[config.mk]
export PLATFORM = sky130hd
export DESIGN_NAME = bambu_mem_initiator_port_flat
export DESIGN_NICKNAME = d
export VERILOG_FILES = /design/src/rtl/bambu_mem_initiator_port_if.sv /design/src/rtl/bambu_mem_initiator_port.sv /design/src/flat_wrapper.sv
export SDC_FILE = /design/constraint.sdc
export NUM_CORES = 1
export LEC_CHECK = 0
export ABC_AREA = 1
export BUFFER_PORTS_ARGS = -buffer_cell sky130_fd_sc_hd__buf_2
export CAP_MARGIN = 5
export CORE_ASPECT_RATIO = 1.25
export CORE_MARGIN = 2
export CORE_UTILIZATION = 40
export DETAILED_ROUTE_END_ITERATION = 8
export PLACE_DENSITY = 0.63
export SKIP_CTS_REPAIR_TIMING = 1
export SLEW_MARGIN = 10
export SYNTH_ARGS = -nofsm -noshare
export SYNTH_HDL_FRONTEND = slang
export SYNTH_SLANG_ARGS = --single-unit
[constraint.sdc]
create_clock -name clock -period 4.1 [get_ports clock]
set_input_delay 0.41 -clock clock [delete_from_list [all_inputs] [get_ports clock]]
set_output_delay 0.41 -clock clock [all_outputs]
set_load 0.005 [all_outputs]
[src/rtl/bambu_mem_initiator_port_if.sv]
// Request/response channel and off-chip memory bus bundled for the memory initiator port.
// The master modport is the initiator's own view of these signals; the slave modport is the view of whatever connects to it.
interface bambu_mem_initiator_port_if #(
  parameter int unsigned BITSIZE_addr = 7,
  parameter int unsigned BITSIZE_data = 8,
  parameter int unsigned BITSIZE_size = 4
);
  logic                    req_valid;
  logic                    req_ready;
  logic                    req_we;
  logic [BITSIZE_addr-1:0] req_addr;
  logic [BITSIZE_data-1:0] req_wdata;
  logic [BITSIZE_size-1:0] req_size;
  logic                    rsp_valid;
  logic                    rsp_ready;
  logic [BITSIZE_data-1:0] rsp_rdata;
  logic                    rsp_err;
  logic                    Mout_oe_ram;
  logic                    Mout_we_ram;
  logic [BITSIZE_addr-1:0] Mout_addr_ram;
  logic [BITSIZE_data-1:0] Mout_Wdata_ram;
  logic [BITSIZE_size-1:0] Mout_data_ram_size;
  logic                    M_DataRdy;
  logic [BITSIZE_data-1:0] M_Rdata_ram;

  modport master (
    input  req_valid, req_we, req_addr, req_wdata, req_size, rsp_ready, M_DataRdy, M_Rdata_ram,
    output req_ready, rsp_valid, rsp_rdata, rsp_err,
           Mout_oe_ram, Mout_we_ram, Mout_addr_ram, Mout_Wdata_ram, Mout_data_ram_size
  );

  modport slave (
    output req_valid, req_we, req_addr, req_wdata, req_size, rsp_ready, M_DataRdy, M_Rdata_ram,
    input  req_ready, rsp_valid, rsp_rdata, rsp_err,
           Mout_oe_ram, Mout_we_ram, Mout_addr_ram, Mout_Wdata_ram, Mout_data_ram_size
  );
endinterface

[src/rtl/bambu_mem_initiator_port.sv]
// Memory bus initiator: turns valid/ready requests into single oe/we bus cycles,
// waits for M_DataRdy (with timeout) and returns a held response.
module bambu_mem_initiator_port #(
  parameter int unsigned BITSIZE_addr   = 7,
  parameter int unsigned BITSIZE_data   = 8,
  parameter int unsigned BITSIZE_size   = 4,
  parameter int unsigned TIMEOUT_CYCLES = 1024
) (
  input logic clock,
  input logic reset,
  bambu_mem_initiator_port_if.master bus
);
  localparam int unsigned CNT_W = $clog2(TIMEOUT_CYCLES);

  typedef enum logic [1:0] {IDLE, BUS, GAP, RESP} state_t;

  state_t                  state, state_n;
  logic                    we_q, we_n;
  logic [BITSIZE_addr-1:0] addr_q, addr_n;
  logic [BITSIZE_data-1:0] wdata_q, wdata_n;
  logic [BITSIZE_size-1:0] size_q, size_n;
  logic [CNT_W-1:0]        cnt, cnt_n;
  logic [BITSIZE_data-1:0] rdata_q, rdata_n;
  logic                    err_q, err_n;
  logic                    size_ok_c;

  // Lane mask keeping only bits below the access size
  function automatic logic [BITSIZE_data-1:0] size_mask(input logic [BITSIZE_size-1:0] sz);
    logic [BITSIZE_data-1:0] m;
    m = '0;
    for (int i = 0; i < int'(BITSIZE_data); i++) m[i] = (i < int'(sz));
    return m;
  endfunction

  assign size_ok_c = (bus.req_size != '0) && (32'(bus.req_size) <= BITSIZE_data);

  // Next-state and transaction field update
  always_comb begin
    state_n = state;
    we_n    = we_q;
    addr_n  = addr_q;
    wdata_n = wdata_q;
    size_n  = size_q;
    cnt_n   = cnt;
    rdata_n = rdata_q;
    err_n   = err_q;
    case (state)
      IDLE: begin
        if (bus.req_valid) begin
          we_n    = bus.req_we;
          addr_n  = bus.req_addr;
          size_n  = bus.req_size;
          wdata_n = bus.req_wdata & size_mask(bus.req_size);
          cnt_n   = '0;
          rdata_n = '0;
          if (size_ok_c) begin
            state_n = BUS;
            err_n   = 1'b0;
          end else begin
            state_n = RESP;
            err_n   = 1'b1;
          end
        end
      end
      BUS: begin
        // A completion in the expiry cycle still counts as a good transfer
        if (bus.M_DataRdy) begin
          state_n = GAP;
          err_n   = 1'b0;
          rdata_n = we_q ? '0 : (bus.M_Rdata_ram & size_mask(size_q));
        end else if (cnt == CNT_W'(TIMEOUT_CYCLES - 1)) begin
          state_n = GAP;
          err_n   = 1'b1;
          rdata_n = '0;
        end else begin
          cnt_n = cnt + CNT_W'(1);
        end
      end
      GAP: state_n = RESP;
      RESP: begin
        if (bus.rsp_ready) begin
          state_n = IDLE;
          rdata_n = '0;
          err_n   = 1'b0;
        end
      end
      default: state_n = IDLE;
    endcase
  end

  // State, fields and registered outputs decoded from the next state
  always_ff @(posedge clock or negedge reset) begin
    if (!reset) begin
      state                  <= IDLE;
      we_q                   <= 1'b0;
      addr_q                 <= '0;
      wdata_q                <= '0;
      size_q                 <= '0;
      cnt                    <= '0;
      rdata_q                <= '0;
      err_q                  <= 1'b0;
      bus.req_ready          <= 1'b1;
      bus.rsp_valid          <= 1'b0;
      bus.Mout_oe_ram        <= 1'b0;
      bus.Mout_we_ram        <= 1'b0;
      bus.Mout_addr_ram      <= '0;
      bus.Mout_Wdata_ram     <= '0;
      bus.Mout_data_ram_size <= '0;
    end else begin
      state                  <= state_n;
      we_q                   <= we_n;
      addr_q                 <= addr_n;
      wdata_q                <= wdata_n;
      size_q                 <= size_n;
      cnt                    <= cnt_n;
      rdata_q                <= rdata_n;
      err_q                  <= err_n;
      bus.req_ready          <= (state_n == IDLE);
      bus.rsp_valid          <= (state_n == RESP);
      bus.Mout_oe_ram        <= (state_n == BUS) && !we_n;
      bus.Mout_we_ram        <= (state_n == BUS) && we_n;
      bus.Mout_addr_ram      <= (state_n == BUS) ? addr_n  : '0;
      bus.Mout_Wdata_ram     <= (state_n == BUS && we_n) ? wdata_n : '0;
      bus.Mout_data_ram_size <= (state_n == BUS) ? size_n  : '0;
    end
  end

  assign bus.rsp_rdata = rdata_q;
  assign bus.rsp_err   = err_q;
endmodule

[src/flat_wrapper.sv]
// flat-port wrapper written by rule: the top's interface ports become plain ports
module bambu_mem_initiator_port_flat 
#(
  parameter int unsigned BITSIZE_addr   = 7,
  parameter int unsigned BITSIZE_data   = 8,
  parameter int unsigned BITSIZE_size   = 4,
  parameter int unsigned TIMEOUT_CYCLES = 1024
)
  (clock, reset, bus_req_valid, bus_req_we, bus_req_addr, bus_req_wdata, bus_req_size, bus_rsp_ready, bus_M_DataRdy, bus_M_Rdata_ram, bus_req_ready, bus_rsp_valid, bus_rsp_rdata, bus_rsp_err, bus_Mout_oe_ram, bus_Mout_we_ram, bus_Mout_addr_ram, bus_Mout_Wdata_ram, bus_Mout_data_ram_size);
  bambu_mem_initiator_port_if #(.BITSIZE_addr(BITSIZE_addr), .BITSIZE_data(BITSIZE_data), .BITSIZE_size(BITSIZE_size)) bus_i ();
  input logic clock;
  input logic reset;
  input wire logic [$bits(bus_i.req_valid)-1:0] bus_req_valid;
  input wire logic [$bits(bus_i.req_we)-1:0] bus_req_we;
  input wire logic [$bits(bus_i.req_addr)-1:0] bus_req_addr;
  input wire logic [$bits(bus_i.req_wdata)-1:0] bus_req_wdata;
  input wire logic [$bits(bus_i.req_size)-1:0] bus_req_size;
  input wire logic [$bits(bus_i.rsp_ready)-1:0] bus_rsp_ready;
  input wire logic [$bits(bus_i.M_DataRdy)-1:0] bus_M_DataRdy;
  input wire logic [$bits(bus_i.M_Rdata_ram)-1:0] bus_M_Rdata_ram;
  output wire logic [$bits(bus_i.req_ready)-1:0] bus_req_ready;
  output wire logic [$bits(bus_i.rsp_valid)-1:0] bus_rsp_valid;
  output wire logic [$bits(bus_i.rsp_rdata)-1:0] bus_rsp_rdata;
  output wire logic [$bits(bus_i.rsp_err)-1:0] bus_rsp_err;
  output wire logic [$bits(bus_i.Mout_oe_ram)-1:0] bus_Mout_oe_ram;
  output wire logic [$bits(bus_i.Mout_we_ram)-1:0] bus_Mout_we_ram;
  output wire logic [$bits(bus_i.Mout_addr_ram)-1:0] bus_Mout_addr_ram;
  output wire logic [$bits(bus_i.Mout_Wdata_ram)-1:0] bus_Mout_Wdata_ram;
  output wire logic [$bits(bus_i.Mout_data_ram_size)-1:0] bus_Mout_data_ram_size;
  assign bus_i.req_valid = bus_req_valid;
  assign bus_i.req_we = bus_req_we;
  assign bus_i.req_addr = bus_req_addr;
  assign bus_i.req_wdata = bus_req_wdata;
  assign bus_i.req_size = bus_req_size;
  assign bus_i.rsp_ready = bus_rsp_ready;
  assign bus_i.M_DataRdy = bus_M_DataRdy;
  assign bus_i.M_Rdata_ram = bus_M_Rdata_ram;
  assign bus_req_ready = bus_i.req_ready;
  assign bus_rsp_valid = bus_i.rsp_valid;
  assign bus_rsp_rdata = bus_i.rsp_rdata;
  assign bus_rsp_err = bus_i.rsp_err;
  assign bus_Mout_oe_ram = bus_i.Mout_oe_ram;
  assign bus_Mout_we_ram = bus_i.Mout_we_ram;
  assign bus_Mout_addr_ram = bus_i.Mout_addr_ram;
  assign bus_Mout_Wdata_ram = bus_i.Mout_Wdata_ram;
  assign bus_Mout_data_ram_size = bus_i.Mout_data_ram_size;
  bambu_mem_initiator_port #(.BITSIZE_addr(BITSIZE_addr), .BITSIZE_data(BITSIZE_data), .BITSIZE_size(BITSIZE_size), .TIMEOUT_CYCLES(TIMEOUT_CYCLES)) u_core (.clock(clock), .reset(reset), .bus(bus_i));
endmodule
Word level (Yosys, flattened, before mapping)
Cells that the tools add are included. W data, S select, Z words.

Logic and storage cells: 90. Output and inout bits: 32. Input port bits: 33. Bits in registers: 64.

Add/sub/neg operators: 1. Bitwise operators: 2. Multiplexer cells: 33. Eq/ne operators: 11. Reductions and logical operators: 11. Magnitude comparators: 17.

Operator list (number): $mux W8 (8); $lt A3 B4 Y1 const A (8); $mux W10 (3); $pmux W8 S3 (1); $mux W7 (3); $pmux W10 S2 (1); $and A8 B8 Y8 (2); $lt A1 B4 Y1 const A (4); $lt A2 B4 Y1 const A (4); $mux W4 (3); $add A10 B1 Y10 const B (1); $eq A10 B10 Y1 const B (1); $mux W2 (5); $ne A2 B2 Y1 const B (4); $pmux W2 S4 (1); $reduce_and A4 Y1 (2); $mux W1 (7); $eq A2 B2 Y1 const B (3); $eq A2 B1 Y1 const B (2); $le A4 B4 Y1 const B (1); $logic_not A2 Y1 (2); $reduce_bool A4 Y1 (1); $logic_and A1 B1 Y1 (3); $ne A3 B2 Y1 const B (1); 4 further kinds (4).

Depth between registers and ports, before layout
Gate-level depths: netlist of run 1.

Depth after elaboration: 8. Mapped depth: 10. Depth with buffers taken out: 9.

Least setup slack after synthesis of run 1
OpenSTA, ideal clock, no wires.

Kind: reg-to-reg. From: reg u_core.cnt[0]. To: reg u_core.bus.Mout_addr_ram[0] (netlist bit). Library setup time: 0.122 ns. Data arrival time: 1.498 ns. Cell stages (with the launch flop): 11. Slack: 2.479 ns. Period minus slack after synthesis: 1.621 ns. Path through: dfrtp_1 > ha_1 > inv_1 > nor2_2 > nand3_1 > nand2_1 > buf_6 > nand3_4 > nand2_4 > buf_6 > nor3b_2.

Cells in the longest elaborated chain, start to end: 6.

RTL lines: start: declaration (line bambu_mem_initiator_port.sv:22) `logic [CNT_W-1:0] cnt, cnt_n;`; start signal: assignment (line bambu_mem_initiator_port.sv:115) `cnt <= cnt_n;`; $eq A10 B10 Y1 (line bambu_mem_initiator_port.sv:71) `end else if (cnt == CNT_W'(TIMEOUT_CYCLES - 1)) begin`; $mux W2 (line bambu_mem_initiator_port.sv:71); $mux W2 (line bambu_mem_initiator_port.sv:67) `if (bus.M_DataRdy) begin`; $pmux W2 S4 (line bambu_mem_initiator_port.sv:47) `case (state)`; $eq A2 B1 Y1 (line bambu_mem_initiator_port.sv:122) `bus.Mout_addr_ram <= (state_n == BUS) ? addr_n : '0;`; $mux W7 (line bambu_mem_initiator_port.sv:122); end signal: assignment (line bambu_mem_initiator_port.sv:122); end: declaration (line bambu_mem_initiator_port_if.sv:29) `Mout_oe_ram, Mout_we_ram, Mout_addr_ram, Mout_Wdata_ram, Mout_data_ram_size`.

Every way passes these cells. A chain may end at the register's enable or synchronous reset.

Worst setup path after layout of run 1
From: reg u_core.state[1]. To: reg u_core.bus.Mout_Wdata_ram[3] (netlist bit).

RTL lines: start: declaration (line bambu_mem_initiator_port.sv:17) `state_t state, state_n;`; start signal: assignment (line bambu_mem_initiator_port.sv:110) `state <= state_n;`; $logic_not A2 Y1 (line bambu_mem_initiator_port.sv:47); $mux W1 (line bambu_mem_initiator_port.sv:47); named net u_core.we_n (line bambu_mem_initiator_port.sv:18) `logic we_q, we_n;`; $logic_and A1 B1 Y1 (line bambu_mem_initiator_port.sv:123) `bus.Mout_Wdata_ram <= (state_n == BUS && we_n) ? wdata_n : '0;`; $mux W8 (line bambu_mem_initiator_port.sv:123); end signal: assignment (line bambu_mem_initiator_port.sv:123); end: declaration (line bambu_mem_initiator_port_if.sv:29).

The timed path passes the listed nets, and every way through them passes these cells.

==> out/metrics.csv, run 1 <==
metric,value,unit
outcome,"finished, final reports clean",
Max Freq,0.4536,GHz
r2r endpoint,u_core.bus.Mout_Wdata_ram[3],
Crit. Startpoint,u_core.state[1],
# port buffers,64,
worst hold path type,input pin to async pin,
DP Area,3221,sq um
final period utilization,53.77,%
count of cell types in the netlist,35,
Logic pwr share,33.6,%
Crit path arrival time,2.46,ns
element type at the critical path end,flip-flop,
DRT iter0 DRCs,127,
H-tree depth,3,
CTS root buffer,clkbuf_8,
maxcap violations,0,
row count,34,
worst-path maximum fanout,28,
layout cell share with drive strength beyond 1,27.03,%
WP data required,4.36,ns
Detail Route Antenna Nets,0,
"Clk pin slew, worst setup/hold paths",0.07,ns
Final nets,411,
Ports,65,
cell mode on critical path,nand2_1,
# diodes,0,
Register-to-Register Path Depth,8,
Initial Util,41.09,%
area delta synth->final,21.52,%
Leak Pwr,1.809,nW
clock power share,25.6,%
Num CTS Buffers,9,
1st-pass router iterations,5,
Clock Sinks,64,
register area share after synthesis,56.61,%
CORE AREA,6892,sq um
Crit Path Category,flip-flop to flip-flop,
Yosys reg bits,64,
Net Sw Frac,35.35,%
DP Worst Slack,1.870,ns
total chip power,2.335,mW
Placed Cells,456,
Worst R2R Start,u_core.state[1],
asr flop ratio synth,100.0,%
total gr overflow,0,
slowest CP cell,nand2_1,
number of synthesis warnings,0,
worst slew margin relative to its limit,49.10,%
post-DP HPWL,4.371,mm
post-synth net total,342,
worst-margin pin slew,0.7616,ns
die area,7772,sq um
vias in the first global route,2163,
Pwr Density,678.6,nW/um^2
R2R Setup Slk,1.90,ns
Final Skew,0.01053,ns
Post-synth top cells,"77 x nand2_1, 63 x dfrtp_1, 41 x inv_1, 30 x o21ai_0, 26 x nor2_1",
final setup fails,0,
fin util,49.93,%
GPL Wtd Cong,0.8214,
worst-skew pair later-pin latency,0.33,ns
Internal,1.510,mW
post-route minimum period,2.205,ns
Vias per Instance,4.682,
most common cell in the synthesized netlist,nand2_1,
Min Hold Slack,0.1280,ns
first-pass GRT wire length,9.949,mm
"Design Area, Final",3441,sq um
pin count of the biggest net entering global routing,34,
drt wl/cell,12.77,um
Worst setup SP type,flip-flop,
Overall Global Routing Usage,16.59,%
top_reg_cell synth,dfrtp_1,
antenna violations before repair,0,
setup TNS,0,ns
peak supply drop,355.9,uV
CP Cell Sequence,nor2_1 -> nand2_1 -> inv_1 -> buf_4 -> nand2_1 -> nand2_1 -> nand4_4 -> nor2_1,
Clock Path Buffers,2,
Flop pwr share,40.7,%
number of synthesized flops with an enable pin,0,
sw power,0.8253,mW
CP peak stage delay,0.47,ns
Final Max Tran Viols,0,
final hold vios,0,
die width,79.25,um
cell taking the most area after synthesis,dfrtp_1,
via count,2205,
RSZ-0062 raised after global routing,false,
die height,98.07,um
setup ws final,1.895,ns
mean area per synthesized cell,9.193,sq um
Yosys top cell area share,55.68,%
top post-synthesis cells by area,"dfrtp_1 56%, nand2_1 10%, inv_1 5.4%",
Mapped Area,2831,sq um
Final Non-Filler Cells,471,
drt total wl,6.016,mm
Mapped Cells,308,
drt drc,0,
clock tree from TritonCTS,done,
[worst max-delay path by stage]
stage                              endpoint  slack [ns]  cells past startpoint
6_report       u_core.bus.Mout_Wdata_ram[3]        1.90                      8
3_3_place_gp    u_core.bus.Mout_addr_ram[6]        1.88                      6
4_1_cts        u_core.bus.Mout_Wdata_ram[3]        1.86                      8
2_1_floorplan   u_core.bus.Mout_addr_ram[0]        2.48                     10
3_5_place_dp   u_core.bus.Mout_Wdata_ram[3]        1.87                      8
5_1_grt        u_core.bus.Mout_Wdata_ram[3]        1.56                      8
[cell families (layout without fill, tap and decap cells)]
kind of cell,after synthesis,after routing,synth area share (%)
DFF,64,64,56.61
and+or+nand+nor,150,150,27.18
buffers and inverters,51,124,7.777
adders and majority gates,1,1,0.4418
AOI/OAI and AO/OA,41,41,7.689
xor gates and xnor gates,1,1,0.3094
[layer usage]
metal  part of all wire, %  track usage (%)  vias up  wire length [um]
li1                      -                -     1110                 -
met1                    45            21.28     1039              2689
met2                    49            27.05       44              2973
met3                   3.4            3.512       12               207
met4                   2.4            7.162        0               146
met5                     0                0        -                 0
[worst max-delay path: cells and delay by family (launching register included)]
family,cells,cell delay (ns)
buf+inv,2,0.49
flops,1,0.43
simple gates,6,1.20
[layout make-up]
type | instances | area [sq um]
Clock buffer | 12 | 155.1
Clock inverter | 3 | 65.06
Fill cell | 678 | 3451
Inverter | 43 | 161.4
Multi-Input combinational cell | 193 | 1008
Sequential cell | 64 | 1603
Tap cell | 90 | 112.6
Timing Repair Buffer | 66 | 335.3
[power groups by stage]
stage	sequential [mW]	clock [mW]	combinational [mW]
finish	0.951	0.599	0.785
global route	0.975	0.640	0.887
detailed placement	0.960	0	0.794
CTS	0.952	0.615	0.801
global placement	0.956	0	0.778
floorplan	0.961	0	0.561
[state kept, by name (all words and copies together), names as in the netlist]
register and flops:
u_core.bus.Mout_data_ram_size 4, u_core.bus.Mout_oe_ram 1, u_core.bus.Mout_addr_ram 7, u_core.bus.rsp_err 1, u_core.bus.rsp_valid 1, u_core.wdata_q 8, u_core.size_q 4, u_core.addr_q 7
u_core.bus.rsp_rdata 8, u_core.bus.Mout_Wdata_ram 8, u_core.we_q 1, u_core.state 2, u_core.bus.Mout_we_ram 1, u_core.cnt 10, u_core.bus.req_ready 1
[cells in the final DEF (no fill, tap or decap), types with 3 or more instances in the layout]
cell | synthesis | routed
a21oi_1 | 5 | 5
nor3b_1 | 3 | 3
o21ai_0 | 30 | 30
nor3_1 | 4 | 4
nor2_1 | 26 | 26
nand4_1 | 4 | 4
nand3_1 | 16 | 16
inv_1 | 41 | 41
clkbuf_8 | 0 | 11
nor3b_2 | 9 | 9
nand2_1 | 77 | 77
buf_2 | 2 | 64
dfrtp_1 | 63 | 63
Note: power is estimated with default switching activity, not from simulation.
==> run 2, diff against run 1 <==
--- a/config.mk
+++ b/config.mk
@@ -12,7 +12,7 @@
 export CORE_MARGIN = 2
 export CORE_UTILIZATION = 40
 export DETAILED_ROUTE_END_ITERATION = 8
-export PLACE_DENSITY = 0.63
+export PLACE_DENSITY = 0.66
 export SKIP_CTS_REPAIR_TIMING = 1
 export SLEW_MARGIN = 10
 export SYNTH_ARGS = -nofsm -noshare
==> constraint.sdc (replaced) <==
create_clock -name clock -period 1.8 [get_ports clock]
set_input_delay 0.18 -clock clock [delete_from_list [all_inputs] [get_ports clock]]
set_output_delay 0.18 -clock clock [all_outputs]
set_load 0.005 [all_outputs]
==> out/metrics.csv, run 2 (same netlist as run 1, synthesis figures left out) <==
metric,value,unit
DRT iter0 DRCs,137,
final period utilization,92.81,%
worst-path maximum fanout,6,
die area,7772,sq um
Filler Cells Inserted,699,
antenna violations before repair,0,
via count,2286,
area delta synth->final,25.50,%
post-route minimum period,1.671,ns
"commonest non-fill, non-tap cells in the layout","76 x nand2_1, 64 x buf_2, 63 x dfrtp_1",
pin count of the biggest net entering global routing,24,
final setup fails,0,
element type at the critical path end,flip-flop,
post-DP HPWL,4.523,mm
final hold vios,0,
CTS root buffer,clkbuf_8,
1st-pass router iterations,4,
Crit path arrival time,1.88,ns
Overall Global Routing Usage,17.67,%
worst-skew pair later-pin latency,0.34,ns
row count,34,
maxcap violations,0,
Register-to-Register Path Depth,8,
area of the multi-input gates,1045,sq um
Max Freq,0.5986,GHz
drt total wl,6.223,mm
Crit Path Category,flip-flop to flip-flop,
die height,98.07,um
Vias per Instance,4.753,
Leak Pwr,1.847,nW
Initial Util,41.09,%
RSZ-0062 raised after global routing,false,
Worst setup SP type,flip-flop,
worst hold path type,input pin to flip-flop,
max FFs per register,10,
Detail Route Antenna Nets,0,
drt wl/cell,12.94,um
DP Area,3286,sq um
layout cell share with drive strength beyond 1,29.67,%
total area of sequential cells,1603,sq um
H-tree depth,3,
"Clk pin slew, worst setup/hold paths",0.08,ns
worst-margin pin slew,0.5491,ns
# port buffers,64,
clock tree from TritonCTS,done,
worst slew margin relative to its limit,63.39,%
setup ws final,0.1295,ns
Final nets,420,
"most common cell after layout, fill and taps aside",nand2_1,
Top reg by flops,u_core.cnt,
Pwr Density,1534,nW/um^2
Final Skew,0.01262,ns
DP Worst Slack,-0.01029,ns
CORE AREA,6892,sq um
Clock Path Buffers,2,
vias in the first global route,2314,
die width,79.25,um
Hold Path Cell Cnt,3,
peak supply drop,854.9,uV
GPL Wtd Cong,0.8111,
Clock Sinks,64,
Num CTS Buffers,9,
Final Max Tran Viols,0,
first-pass GRT wire length,10.54,mm
drt drc,0,
# diodes,0,
outcome,"finished, final reports clean",
total gr overflow,0,
"Design Area, Final",3553,sq um
Ports,65,
WP data required,2.01,ns
==> run 2: cell types whose count changed in the layout (fill, tap and decap cells not counted), sizes merged <==
cell	before	now
buf	66	73
clkinvlp	0	2
dlygate4sd3	0	1
nor3	6	7
clkbuf	12	11
==> run 2: metal layers <==
| layer | GRT usage [%] | share of wire [%] | vias to the layer above |
|---|---|---|---|
| li1 | - | - | 1132 |
| met1 | 21.74 | 43 | 1083 |
| met2 | 28.62 | 50 | 53 |
| met3 | 3.420 | 4.1 | 18 |
| met4 | 10.48 | 3.3 | 0 |
| met5 | 0 | 0 | - |
==> run 2: path summary, 6_finish.rpt <==
| path | start | endpoint | slack [ns] |
|---|---|---|---|
| max | u_core.cnt[1] | u_core.bus.rsp_rdata[7] | 0.13 |
| min | bus_M_Rdata_ram[3] | u_core.bus.rsp_rdata[3] | 0.05 |
| max reg2reg | u_core.cnt[1] | u_core.bus.rsp_rdata[7] | 0.13 |
| min reg2reg | u_core.addr_q[2] | u_core.addr_q[2] | 0.47 |
| max in group asynchronous | reset | u_core.bus.rsp_rdata[7] | 0.78 |
| min in group asynchronous | reset | u_core.addr_q[1] | 0.37 |
==> run 2: final cells by class <==
class,instances,area share [%]
Sequential cell,64,45.11
Multi-Input combinational cell,194,29.40
Timing Repair Buffer,74,11.55
Inverter,43,4.542
Clock buffer,11,3.979
Tap cell,90,3.169
Clock inverter,5,2.254
==> run 2: per-stage QoR <==
stage / hold WS [ns] / TNS (ns) / util (%) / total power, mW / instances
3_3_place_gp: 0.2046 / 0 / 47.68 / 4.009 / 463
6_report: 0.05132 / 0 / 51.56 / 5.451 / 481
4_1_cts: -0.1631 / -0.1113 / 50.89 / 5.451 / 479
3_5_place_dp: 0.2018 / -0.02141 / 47.68 / 4.067 / 463
5_1_grt: 0.05437 / 0 / 51.56 / 5.866 / 481
2_1_floorplan: -0.1156 / 0 / - / 3.465 / 308
==> run 2: critical path, cell delays in order (launching register included) <==
cell	delay (ns)
dfrtp_1	0.40
ha_2	0.21
inv_1	0.07
nor2_4	0.15
nand3_1	0.11
nand2_2	0.13
inv_2	0.09
nor3_2	0.27
o21ai_0	0.12
==> run 2: power by group <==
group | internal [mW] | switching [mW] | total [mW]
combinational | 0.725 | 1.20 | 1.92
sequential | 1.94 | 0.221 | 2.17
clock | 0.815 | 0.547 | 1.36
total | 3.48 | 1.97 | 5.45
==> run 3, diff against run 2 <==
--- a/config.mk
+++ b/config.mk
@@ -6,12 +6,13 @@
 export NUM_CORES = 1
 export LEC_CHECK = 0
 export ABC_AREA = 1
-export BUFFER_PORTS_ARGS = -buffer_cell sky130_fd_sc_hd__buf_2
+export BUFFER_PORTS_ARGS = -buffer_cell sky130_fd_sc_hd__clkbuf_2
 export CAP_MARGIN = 5
 export CORE_ASPECT_RATIO = 1.25
 export CORE_MARGIN = 2
 export CORE_UTILIZATION = 40
 export DETAILED_ROUTE_END_ITERATION = 8
+export GPL_TIMING_DRIVEN = 0
 export PLACE_DENSITY = 0.66
 export SKIP_CTS_REPAIR_TIMING = 1
 export SLEW_MARGIN = 10
==> out/metrics.csv, run 3 (same netlist as run 1, synthesis figures left out) <==
metric,value,unit
outcome,"finished, final reports clean",
DP Area,3294,sq um
Pwr Density,1513,nW/um^2
Crit Path Category,flip-flop to flip-flop,
Final Non-Filler Cells,483,
element type at the critical path end,flip-flop,
Crit path arrival time,1.90,ns
"Clk pin slew, worst setup/hold paths",0.07,ns
final setup fails,0,
total chip power,5.363,mW
worst hold path type,input pin to flip-flop,
pin count of the biggest net entering global routing,61,
Leak Pwr,1.835,nW
worst-skew pair later-pin latency,0.34,ns
DRT iter0 DRCs,77,
"Design Area, Final",3546,sq um
CP Capture Point,u_core.bus.Mout_data_ram_size[0],
Filler Cells Inserted,680,
clock tree from TritonCTS,done,
vias in the first global route,2352,
Final Skew,0.008785,ns
Overall Global Routing Usage,17.63,%
post-DP HPWL,4.487,mm
post-route minimum period,1.683,ns
drt total wl,6.146,mm
CP peak stage delay,0.39,ns
Final nets,423,
slowest CP cell,dfrtp_1,
peak supply drop,904.0,uV
Num CTS Buffers,9,
CORE AREA,6892,sq um
antenna violations before repair,0,
R2R Setup Slk,0.12,ns
Crit. Startpoint,u_core.cnt[1],
CP Cell Sequence,ha_2 -> inv_1 -> nor2_4 -> nand3_1 -> nand2_1 -> buf_6 -> nand3_4 -> nand2_4 -> buf_8 -> nor3b_2,
drt drc,0,
Vias per Instance,4.700,
final hold vios,0,
Min Hold Slack,0.05477,ns
# diodes,0,
via count,2270,
r2r endpoint,u_core.bus.Mout_data_ram_size[0],
drt wl/cell,12.72,um
Final Max Tran Viols,0,
1st-pass router iterations,4,
Clock Sinks,64,
Max Freq,0.5942,GHz
setup TNS,0,ns
GPL Wtd Cong,0.7907,
"most common cell after layout, fill and taps aside",nand2_1,
"commonest non-fill, non-tap cells in the layout","77 x nand2_1, 63 x clkbuf_2, 62 x dfrtp_1",
worst-margin pin slew,0.4566,ns
first-pass GRT wire length,10.59,mm
worst slew margin relative to its limit,69.56,%
Worst R2R Start,u_core.cnt[1],
die area,7772,sq um
DP Worst Slack,-0.07075,ns
Clock Path Buffers,2,
H-tree depth,3,
worst-path maximum fanout,10,
setup ws final,0.1171,ns
area delta synth->final,25.23,%
fin util,51.45,%
final period utilization,93.50,%
die height,98.07,um
# port buffers,64,
Top reg by flops,u_core.cnt,
WP data required,2.02,ns
Initial Util,41.09,%
die width,79.25,um
maxcap violations,0,
CTS root buffer,clkbuf_8,
total gr overflow,0,
Ports,65,
max FFs per register,10,
layout cell share with drive strength beyond 1,29.26,%
Detail Route Antenna Nets,0,
Register-to-Register Path Depth,10,
Placed Cells,463,
row count,34,
Worst setup SP type,flip-flop,
run 3: cell types whose count changed in the layout (fill, tap and decap cells not counted), sizes merged:
| cell | change |
|---|---|
| buf | -60 |
| bufinv | -1 |
| clkbuf | +65 |
| clkinvlp | -1 |
| nor3 | -1 |
run 3: worst max-delay path: cells and delay by family, from the launching register on:
kind,cells,cell delay [ns]
buffers and inverters,3,0.37
AND/OR/NAND/NOR,6,0.60
adder cells (fa/ha/maj),1,0.21
flip-flops,1,0.39
run 3: worst min path at each step:
stage / startpoint / to / slack, ns / depth (start not counted)
after global placement: bus_M_Rdata_ram[3] / u_core.bus.rsp_rdata[3] / 0.39 / 3
final: bus_M_Rdata_ram[3] / u_core.bus.rsp_rdata[3] / 0.05 / 3
after global routing: bus_req_addr[3] / u_core.addr_q[3] / 0.05 / 3
after CTS: reset / u_core.bus.Mout_addr_ram[1] / -0.34 / 1
after floorplan: reset / u_core.addr_q[0] / -0.12 / 0
after detailed placement: reset / u_core.bus.Mout_addr_ram[2] / 0.02 / 1
run 3: layout make-up:
cell class / count / area, sq um / share of cell area [%]
repair buffers: 70 / 390.4 / 11.01
inverters: 43 / 161.4 / 4.552
plain buffers: 8 / 62.56 / 1.764
clock inverters: 3 / 42.54 / 1.200
clock buffers: 12 / 145.1 / 4.093
flip-flops and latches: 64 / 1604 / 45.24
multi-input cells: 193 / 1027 / 28.97
well taps: 90 / 112.6 / 3.176
run 3: where the power goes:
part           switching, mW  internal [mW]
Sequential             0.236           1.95
Combinational           1.19          0.804
Clock                  0.515          0.668
Total                   1.94           3.42
run 3: metal layers:
layer / wire (um) / vias to the layer above / track usage, %
li1: - / 1145 / -
met4: 173 / 0 / 9.284
met1: 2547 / 1059 / 20.87
met2: 3134 / 53 / 29.07
met5: 0 / - / 0
met3: 291 / 13 / 4.713
